==> src/rtl/seq_pkg.sv <==
// Shared types for the sequence player: FSM state encoding, colour codes, width helper.
// Pure definitions, no logic; no flow control.
package seq_pkg;

  typedef enum logic [1:0] {
    ST_IDLE = 2'd0,
    ST_SHOW = 2'd1,
    ST_GAP  = 2'd2,
    ST_DONE = 2'd3
  } seq_state_t;

  localparam logic [1:0] COL_RED    = 2'b00;
  localparam logic [1:0] COL_GREEN  = 2'b01;
  localparam logic [1:0] COL_BLUE   = 2'b10;
  localparam logic [1:0] COL_YELLOW = 2'b11;

  // ceil(log2(n)), never below 1 so single-entry counters still get a bit.
  function automatic int clog2_min1(input int n);
    int r;
    r = 0;
    while ((1 << r) < n) r++;
    return (r < 1) ? 1 : r;
  endfunction

endpackage

==> src/rtl/seq_timer.sv <==
// Loadable down-counter that saturates at zero; expired is high while the count is zero.
// Load takes effect on the next edge; no backpressure.
module seq_timer #(
  parameter int W = 4
) (
  input  logic         clk,
  input  logic         rst_n,
  input  logic         load,
  input  logic [W-1:0] value,
  output logic         expired
);

  logic [W-1:0] count;

  always_ff @(posedge clk or negedge rst_n) begin
    if (!rst_n) begin
      count <= '0;
    end else if (load) begin
      count <= value;
    end else if (count != '0) begin
      count <= count - 1'b1;
    end
  end

  assign expired = (count == '0);

endmodule

==> src/rtl/seq_player.sv <==
// Simon-Says playback: start snapshots sequence/round, first colour lit the cycle after acceptance,
// start ignored while busy, abort wins over everything. SEQ_SPEEDUP_EN shortens hold per round.
module seq_player
  import seq_pkg::*;
#(
  parameter int  COLOUR_W        = 2,
  parameter int  MAX_LEN         = 16,
  parameter int  HOLD_CYCLES     = 5_000_000,
  parameter int  GAP_CYCLES      = 1_000_000,
  parameter int  SPEEDUP_STEP    = 250_000,
  parameter int  MIN_HOLD_CYCLES = 1_000_000,
  localparam int LEN_W           = clog2_min1(MAX_LEN)
) (
  input  logic                        clk,
  input  logic                        rst_n,
  input  logic                        start,
  input  logic                        abort,
  input  logic [MAX_LEN*COLOUR_W-1:0] seq_in,
  input  logic [LEN_W-1:0]            round_ctr,
  output logic [COLOUR_W-1:0]         colour_bus,
  output logic                        colour_oe,
  output logic [LEN_W-1:0]            step_idx,
  output logic                        busy,
  output logic                        complete
);

  localparam int TMR_W    = clog2_min1(((HOLD_CYCLES > GAP_CYCLES) ? HOLD_CYCLES : GAP_CYCLES) + 1);
  localparam int GAP_LOAD = (GAP_CYCLES > 0) ? GAP_CYCLES - 1 : 0;

  if (HOLD_CYCLES < 1 || GAP_CYCLES < 0 || SPEEDUP_STEP < 0 || MIN_HOLD_CYCLES < 1) begin : g_bad_cfg
    $error("seq_player: invalid timing parameters");
  end

  seq_state_t                  state;
  logic [MAX_LEN*COLOUR_W-1:0] seq_q;
  logic [LEN_W-1:0]            last_q;
  logic [LEN_W-1:0]            last_new;
  logic [LEN_W-1:0]            next_idx;
  logic                        accept;
  logic                        tmr_load;
  logic [TMR_W-1:0]            tmr_val;
  logic                        tmr_expired;
  logic [TMR_W-1:0]            start_hold_m1;
  logic [TMR_W-1:0]            run_hold_m1;

  function automatic logic [COLOUR_W-1:0] colour_at(input logic [MAX_LEN*COLOUR_W-1:0] s,
                                                    input logic [LEN_W-1:0] k);
    return s[k*COLOUR_W +: COLOUR_W];
  endfunction

  assign last_new = (int'(round_ctr) > MAX_LEN - 1) ? LEN_W'(MAX_LEN - 1) : round_ctr;
  assign next_idx = step_idx + 1'b1;
  assign accept   = (state == ST_IDLE) && start && !abort;

`ifdef SEQ_SPEEDUP_EN
  logic [TMR_W-1:0] hold_q;
  logic [TMR_W-1:0] start_hold;

  // Wide signed arithmetic so a large round never wraps the hold below the floor.
  function automatic logic [TMR_W-1:0] speedup_hold(input logic [LEN_W-1:0] last);
    longint red;
    longint h;
    red = longint'(last) * longint'(SPEEDUP_STEP);
    h   = (red >= longint'(HOLD_CYCLES)) ? 64'sd0 : longint'(HOLD_CYCLES) - red;
    if (h < longint'(MIN_HOLD_CYCLES)) h = longint'(MIN_HOLD_CYCLES);
    return TMR_W'(h);
  endfunction

  assign start_hold = speedup_hold(last_new);

  always_ff @(posedge clk or negedge rst_n) begin
    if (!rst_n) begin
      hold_q <= '0;
    end else if (accept) begin
      hold_q <= start_hold;
    end
  end

  assign start_hold_m1 = start_hold - 1'b1;
  assign run_hold_m1   = hold_q - 1'b1;
`else
  assign start_hold_m1 = TMR_W'(HOLD_CYCLES - 1);
  assign run_hold_m1   = TMR_W'(HOLD_CYCLES - 1);
`endif

  // Timer holds count-1 so a phase of N cycles ends on the cycle the count reads zero.
  always_comb begin
    tmr_load = 1'b0;
    tmr_val  = start_hold_m1;
    case (state)
      ST_IDLE: tmr_load = accept;
      ST_SHOW: begin
        if (tmr_expired && step_idx != last_q) begin
          tmr_load = 1'b1;
          tmr_val  = (GAP_CYCLES > 0) ? TMR_W'(GAP_LOAD) : run_hold_m1;
        end
      end
      ST_GAP: begin
        if (tmr_expired) begin
          tmr_load = 1'b1;
          tmr_val  = run_hold_m1;
        end
      end
      default: ;
    endcase
  end

  seq_timer #(.W(TMR_W)) u_timer (
    .clk     (clk),
    .rst_n   (rst_n),
    .load    (tmr_load),
    .value   (tmr_val),
    .expired (tmr_expired)
  );

  always_ff @(posedge clk or negedge rst_n) begin
    if (!rst_n) begin
      state      <= ST_IDLE;
      seq_q      <= '0;
      last_q     <= '0;
      colour_bus <= '0;
      colour_oe  <= 1'b0;
      step_idx   <= '0;
      busy       <= 1'b0;
      complete   <= 1'b0;
    end else begin
      complete <= 1'b0;
      if (abort) begin
        state      <= ST_IDLE;
        colour_bus <= '0;
        colour_oe  <= 1'b0;
        step_idx   <= '0;
        busy       <= 1'b0;
      end else begin
        case (state)
          ST_IDLE: begin
            if (start) begin
              seq_q      <= seq_in;
              last_q     <= last_new;
              state      <= ST_SHOW;
              colour_bus <= colour_at(seq_in, '0);
              colour_oe  <= 1'b1;
              step_idx   <= '0;
              busy       <= 1'b1;
            end
          end
          ST_SHOW: begin
            if (tmr_expired) begin
              if (step_idx == last_q) begin
                state      <= ST_DONE;
                colour_bus <= '0;
                colour_oe  <= 1'b0;
                complete   <= 1'b1;
              end else if (GAP_CYCLES > 0) begin
                // During the gap step_idx already names the colour about to be shown.
                state      <= ST_GAP;
                colour_bus <= '0;
                colour_oe  <= 1'b0;
                step_idx   <= next_idx;
              end else begin
                colour_bus <= colour_at(seq_q, next_idx);
                step_idx   <= next_idx;
              end
            end
          end
          ST_GAP: begin
            if (tmr_expired) begin
              state      <= ST_SHOW;
              colour_bus <= colour_at(seq_q, step_idx);
              colour_oe  <= 1'b1;
            end
          end
          default: begin
            state    <= ST_IDLE;
            step_idx <= '0;
            busy     <= 1'b0;
          end
        endcase
      end
    end
  end

endmodule
==> config.mk <==
export PLATFORM = sky130hd
export DESIGN_NAME = seq_player
export DESIGN_NICKNAME = d
export VERILOG_FILES = /design/src/rtl/seq_pkg.sv /design/src/rtl/seq_timer.sv /design/src/rtl/seq_player.sv
export SDC_FILE = /design/constraint.sdc
export NUM_CORES = 1
export LEC_CHECK = 0
export BUFFER_PORTS_ARGS = -buffer_cell sky130_fd_sc_hd__buf_2
export CORE_UTILIZATION = 25
export DETAILED_ROUTE_END_ITERATION = 16
export PLACE_DENSITY = 0.4
export SYNTH_ARGS = -nofsm -noshare
export SYNTH_HDL_FRONTEND = slang
export SYNTH_SLANG_ARGS = --single-unit
==> constraint.sdc <==
create_clock -name clk -period 6.54 [get_ports clk]
set_input_delay 1.308 -clock clk [delete_from_list [all_inputs] [get_ports clk]]
set_output_delay 1.308 -clock clk [all_outputs]
set_load 0.01 [all_outputs]
Word level (Yosys, flattened, before mapping) --
Cells that the tools add are included. W data, S select, Z words.
Storage, ports and cells: bits in registers 70, bits of input ports 40, output and inout bits 9, logic and storage cells 72
Cells by class: add/subtract/negate cells 2, eq/ne operators 10, shifts and indexed selects 1, mux-type cells 34, bitwise gates (word level) 1, reduce and logical (&&, ||, !) cells 15
Operators with widths (number):
- $mux W23 | 4
- $shiftx A32 B6 Y2 | 1
- $logic_not A23 Y1 | 1
- $reduce_bool A23 Y1 | 1
- $sub A23 B1 Y23 const B | 1
- $mux W2 | 8
- $mux W4 | 4
- $mux W1 | 12
- $ne A3 B3 Y1 const B | 4
- $pmux W2 S3 | 2
- $pmux W4 S3 | 1
- $reduce_and A4 Y1 | 2
- $pmux W1 S3 | 2
- $reduce_and A3 Y1 | 2
- $add A4 B1 Y4 const B | 1
- $eq A4 B4 Y1 | 1
- $ne A4 B4 Y1 | 1
- $reduce_bool A4 Y1 | 1
- $logic_and A1 B1 Y1 | 3
- $eq A2 B1 Y1 const B | 1
- $eq A2 B2 Y1 const B | 1
- $logic_not A2 Y1 | 1
- $ne A2 B1 Y1 const B | 1
- $ne A2 B2 Y1 const B | 1
- other kinds (6) | 6

Longest topological paths before layout --
depth in word-level cells 5, gate-level depth with buffers 9, mapped depth without buffers 7

Hierarchy --
A second synthesis with hierarchy kept.
Unflattened totals: cell total of the unflattened synthesis 334, area total of the unflattened synthesis 3712.3 µm²
Modules (own cells, without submodules):
- seq_player | instances 1, cells an instance 191, area an instance 2407.3 µm², seq. area each 1176.1 µm²
- seq_timer | instances 1, cells an instance 143, area an instance 1305.0 µm², seq. area each 575.6 µm²

Least setup slack after synthesis --
Ideal clock, no wire load.
path kind input to register, start input abort, end register seq_q[23], setup time 0.125 ns, arrival time 2.563 ns, data required time 6.415 ns, setup slack 3.852 ns, cell stages on the path 4, buffers on the path 2, path through nand3b_1 clkbuf_1 buf_1 mux2_2
Between the ends: word-level cells in the longest chain between the ends 2
Ends and longest elaborated chain:
- from (decl) | RTL line seq_player.sv:17 | input logic abort,
- $not A1 Y1 (no source line)
- $reduce_and A3 Y1 (no source line)
- to (signal assigned) | RTL line seq_player.sv:138 | seq_q <= seq_in;
- to (decl) | RTL line seq_player.sv:35 | logic [MAX_LEN*COLOUR_W-1:0] seq_q;
Every way passes these cells. A chain may end at the register's enable or synchronous reset.

Worst setup path after layout --
start input abort, end register u_timer.count[1]
Between the ends: word-level cells in the longest chain between the ends 4, elaborated cells between the ends (all ways) 5, those cells by class 2 x mux; 3 x reduce/logical
Ends and longest elaborated chain:
- $logic_not A1 Y1 (*) | RTL line seq_player.sv:53 | assign accept = (state == ST_IDLE) && start && !abort;
- $logic_and A1 B1 Y1 (*) | RTL line seq_player.sv:53
- $pmux W1 S3 (*) | RTL line seq_player.sv:90 | case (state)
- $mux W23 or $reduce_bool A2 Y1 (tied branches)
- to (signal assigned) | RTL line seq_timer.sv:19 | count <= value;
- to (signal assigned) | RTL line seq_timer.sv:21 | count <= count - 1'b1;
- to (decl) | RTL line seq_timer.sv:13 | logic [W-1:0] count;
Mark *: on every way between the ends. The rest lies on a longest branch, timed or not.

==> flow_metrics.tcl <==
set metrics [dict create \
    flow.area_growth_from_synthesis_pct 19.5 \
    overflow 0 \
    period_minus_slack_ps 2990 \
    synth_cells 321 \
    seq_area_frac_synth_pct 47.0 \
    die-area_um2 15400 \
    tns_ps 0 \
    dp_hpwl_um 6080 \
    rsz0062_at_grt "false" \
    run_status "finished, final reports clean" \
    worstSetupStartpoint "abort" \
    total_power_w 0.00139 \
    clockBufferDepth 2 \
    critical_path_arrival_ps 3180 \
    timing.rr.start "u_timer.count[18]$_DFFE_PN0P_" \
    worst_clock_skew_ps 5.72 \
    chipWidth_um 124 \
    cts_htree_levels 3 \
    tritoncts "yes" \
    setup.worst_path.class "in2reg" \
    postSynthAreaPerCell_um2 11.6 \
    cts_inserted_buffers 9 \
    dr.pass1.iters 4 \
    cts_hold_repair.buffers 0 \
    dr_total_vias 2622 \
    finalWorstSetupSlack_ps 3550 \
    end_kind "register" \
    pin_count 49 \
    startpoint_type "input port" \
    worst-slew-pin-transition_ps 927 \
    detailedRoute.firstIterationViolations 119 \
    drc 0 \
    postCtsSetupRepairBufs 0 \
    cts-resized-gates 0 \
    viasPerCell 4.75 \
    place_congestion 0.781 \
    chipHeight_um 124 \
    postLayoutCellArea_um2 4450 \
    slew_violations 0 \
    synth_edf_count 0 \
    synth_top_cell_area_share_pct 47.0 \
    routedWlPerCell_um 16.3 \
    worstHoldPathType "reg2reg" \
    slew_headroom_pct 38.2 \
    synth_ff_type "sky130_fd_sc_hd__dfrtp_1" \
    floorplan.core_area_um2 14500 \
    antenna_left 0 \
    peakVddDrop_uv 126 \
    sinks_on_the_clock_net 70 \
    place_area_um2 4110 \
    register_clock_pin_slew_on_the_reported_worst_setup_and_hold_paths_ps 60 \
    syn_area_um2 3720 \
    setup_violations 0 \
    count_of_inserted_antenna_diode_cells 0 \
    timing.critical_path.required_ps 6730 \
    critical_path_peak_fanout 42 \
    antenna_found_initial 0 \
    async_flop_share_pct 100 \
    max_freq_ghz 0.334 \
    mappedNetlistNets 368 \
    synth.top_cells.by_area "sky130_fd_sc_hd__dfrtp_1, sky130_fd_sc_hd__mux2_2, sky130_fd_sc_hd__mux4_2" \
    initial_core_util_pct 25.6 \
    cell_taking_the_most_area_after_synthesis "sky130_fd_sc_hd__dfrtp_1" \
    place_ws_ps 3150 \
    grt_max_degree 71 \
    grt_pass1_wl_um 15000 \
    post_synth_num_cell_types 54 \
    worst_skew_pair.late_latency_ps 330 \
    first_global_vias 2870 \
    pwrdens_nw_per_um2 313 \
    cts.root.buffer_cell "sky130_fd_sc_hd__clkbuf_16" \
    final_cell_count_no_fill 552 \
    hold_viol_final 0 \
    timing.final.crit_share_pct 45.7 \
    fraction_of_final_layout_cells_with_drive_strength_greater_than_1_pct 33.7 \
    place_inst 536 \
    syn_warnings 0 \
    min_from "seq_q[0]$_DFFE_PN0P_" \
    grt.total_usage_pct 13.0 \
    leakagePower_nw 1.81 \
    max-cap-violations 0 \
    post-synth-top-count-cell "sky130_fd_sc_hd__dfrtp_1" \
    wire_length_after_detailed_routing_um 9010 \
    ys_ff_latch 70 \
    std_cell_rows 44 \
    placement.io_buffers 48 \
    finish.net_count 410 \
    synth.top_cells.by_count "sky130_fd_sc_hd__dfrtp_1, sky130_fd_sc_hd__mux2_2, sky130_fd_sc_hd__nor2_1" \
]
==> logic make-up after synthesis <==
logic type,Yosys count,share of synthesized area (%)
AO/OA/AOI/OAI,49,9.58
buffers and inverters,28,3.60
AND/OR/NAND/NOR,104,17.2
XOR/XNOR,17,4.00
flip-flops,70,47.0
multiplexers,46,16.3
adder cells (fa/ha/maj),7,2.35
==> report_power, final <==
group          total [W]  leakage (nW)  internal (W)  switching [W]
Combinational   0.000246         0.814      0.000131       0.000115
Sequential      0.000580         0.839      0.000515      0.0000655
Clock           0.000566         0.160      0.000374       0.000192
Total            0.00139          1.81       0.00102       0.000372
==> worst paths after layout <==
kind | end | slack, ps | cells past startpoint
setup reg to reg | u_timer.count[22]$_DFFE_PN0P_ | 3840 | 5
hold / removal | seq_q[0]$_DFFE_PN0P_ | 490 | 2
hold reg to reg | seq_q[0]$_DFFE_PN0P_ | 490 | 2
max in group asynchronous | seq_q[20]$_DFFE_PN0P_ | 4750 | 2
min in group asynchronous | u_timer.count[18]$_DFFE_PN0P_ | 1200 | 2
setup / recovery | u_timer.count[1]$_DFFE_PN0P_ | 3550 | 6
==> metal layers <==
metal / wire length [um] / vias up / GRT usage, %
li1: - / 1268 / -
met1: 4030 / 1296 / 16.3
met2: 4430 / 47 / 21.2
met3: 400 / 11 / 3.75
met4: 144 / 0 / 5.06
met5: 0 / - / 0
==> area by class of cell <==
cell class,count,area [um^2]
Tap cell,184,230
Fill cell,1520,10100
Inverter,9,33.8
Sequential cell,70,1750
Multi-Input combinational cell,223,1840
Clock inverter,5,106
Timing Repair Buffer,50,255
Clock buffer,11,233
==> metrics by stage <==
step	utilization, %	hold slack (ps)
after floorplan	-	445
after global placement	28.3	472
after detailed placement	28.3	482
after CTS	30.6	496
after global routing	30.6	514
final	30.6	490
==> placed cells by master, fill, tap and decap left out, types with 3 or more instances in the layout <==
cell / n
sky130_fd_sc_hd__a21oi_1: 11
sky130_fd_sc_hd__and3_1: 6
sky130_fd_sc_hd__buf_2: 48
sky130_fd_sc_hd__bufinv_16: 3
sky130_fd_sc_hd__clkbuf_16: 9
sky130_fd_sc_hd__dfrtp_1: 70
sky130_fd_sc_hd__ha_1: 7
sky130_fd_sc_hd__inv_1: 9
sky130_fd_sc_hd__mux2_2: 36
sky130_fd_sc_hd__mux4_2: 8
sky130_fd_sc_hd__nand2_1: 15
sky130_fd_sc_hd__nand2b_1: 5
sky130_fd_sc_hd__nand3_1: 8
sky130_fd_sc_hd__nand3b_1: 5
sky130_fd_sc_hd__nand4_1: 7
sky130_fd_sc_hd__nor2_1: 18
sky130_fd_sc_hd__nor2b_1: 5
sky130_fd_sc_hd__nor3_1: 9
sky130_fd_sc_hd__nor4_1: 7
sky130_fd_sc_hd__o211ai_1: 3
sky130_fd_sc_hd__o21ai_0: 10
sky130_fd_sc_hd__o31ai_1: 5
sky130_fd_sc_hd__or4_1: 6
sky130_fd_sc_hd__xnor2_1: 8
sky130_fd_sc_hd__xor2_1: 9
==> registers in the layout, indices dropped and copies added, names as in the netlist <==
name           count
busy               1
colour_bus         2
state              2
step_idx           4
complete           1
colour_oe          1
u_timer.count     23
last_q             4
seq_q             32
==> critical path, stage by stage <==
cell and delay, ps:
sky130_fd_sc_hd__buf_2 220, sky130_fd_sc_hd__nand3b_1 140, sky130_fd_sc_hd__buf_4 440, sky130_fd_sc_hd__nor2b_1 330, sky130_fd_sc_hd__a221o_1 550, sky130_fd_sc_hd__o211ai_2 150
Note: power is estimated with default switching activity, not from simulation.
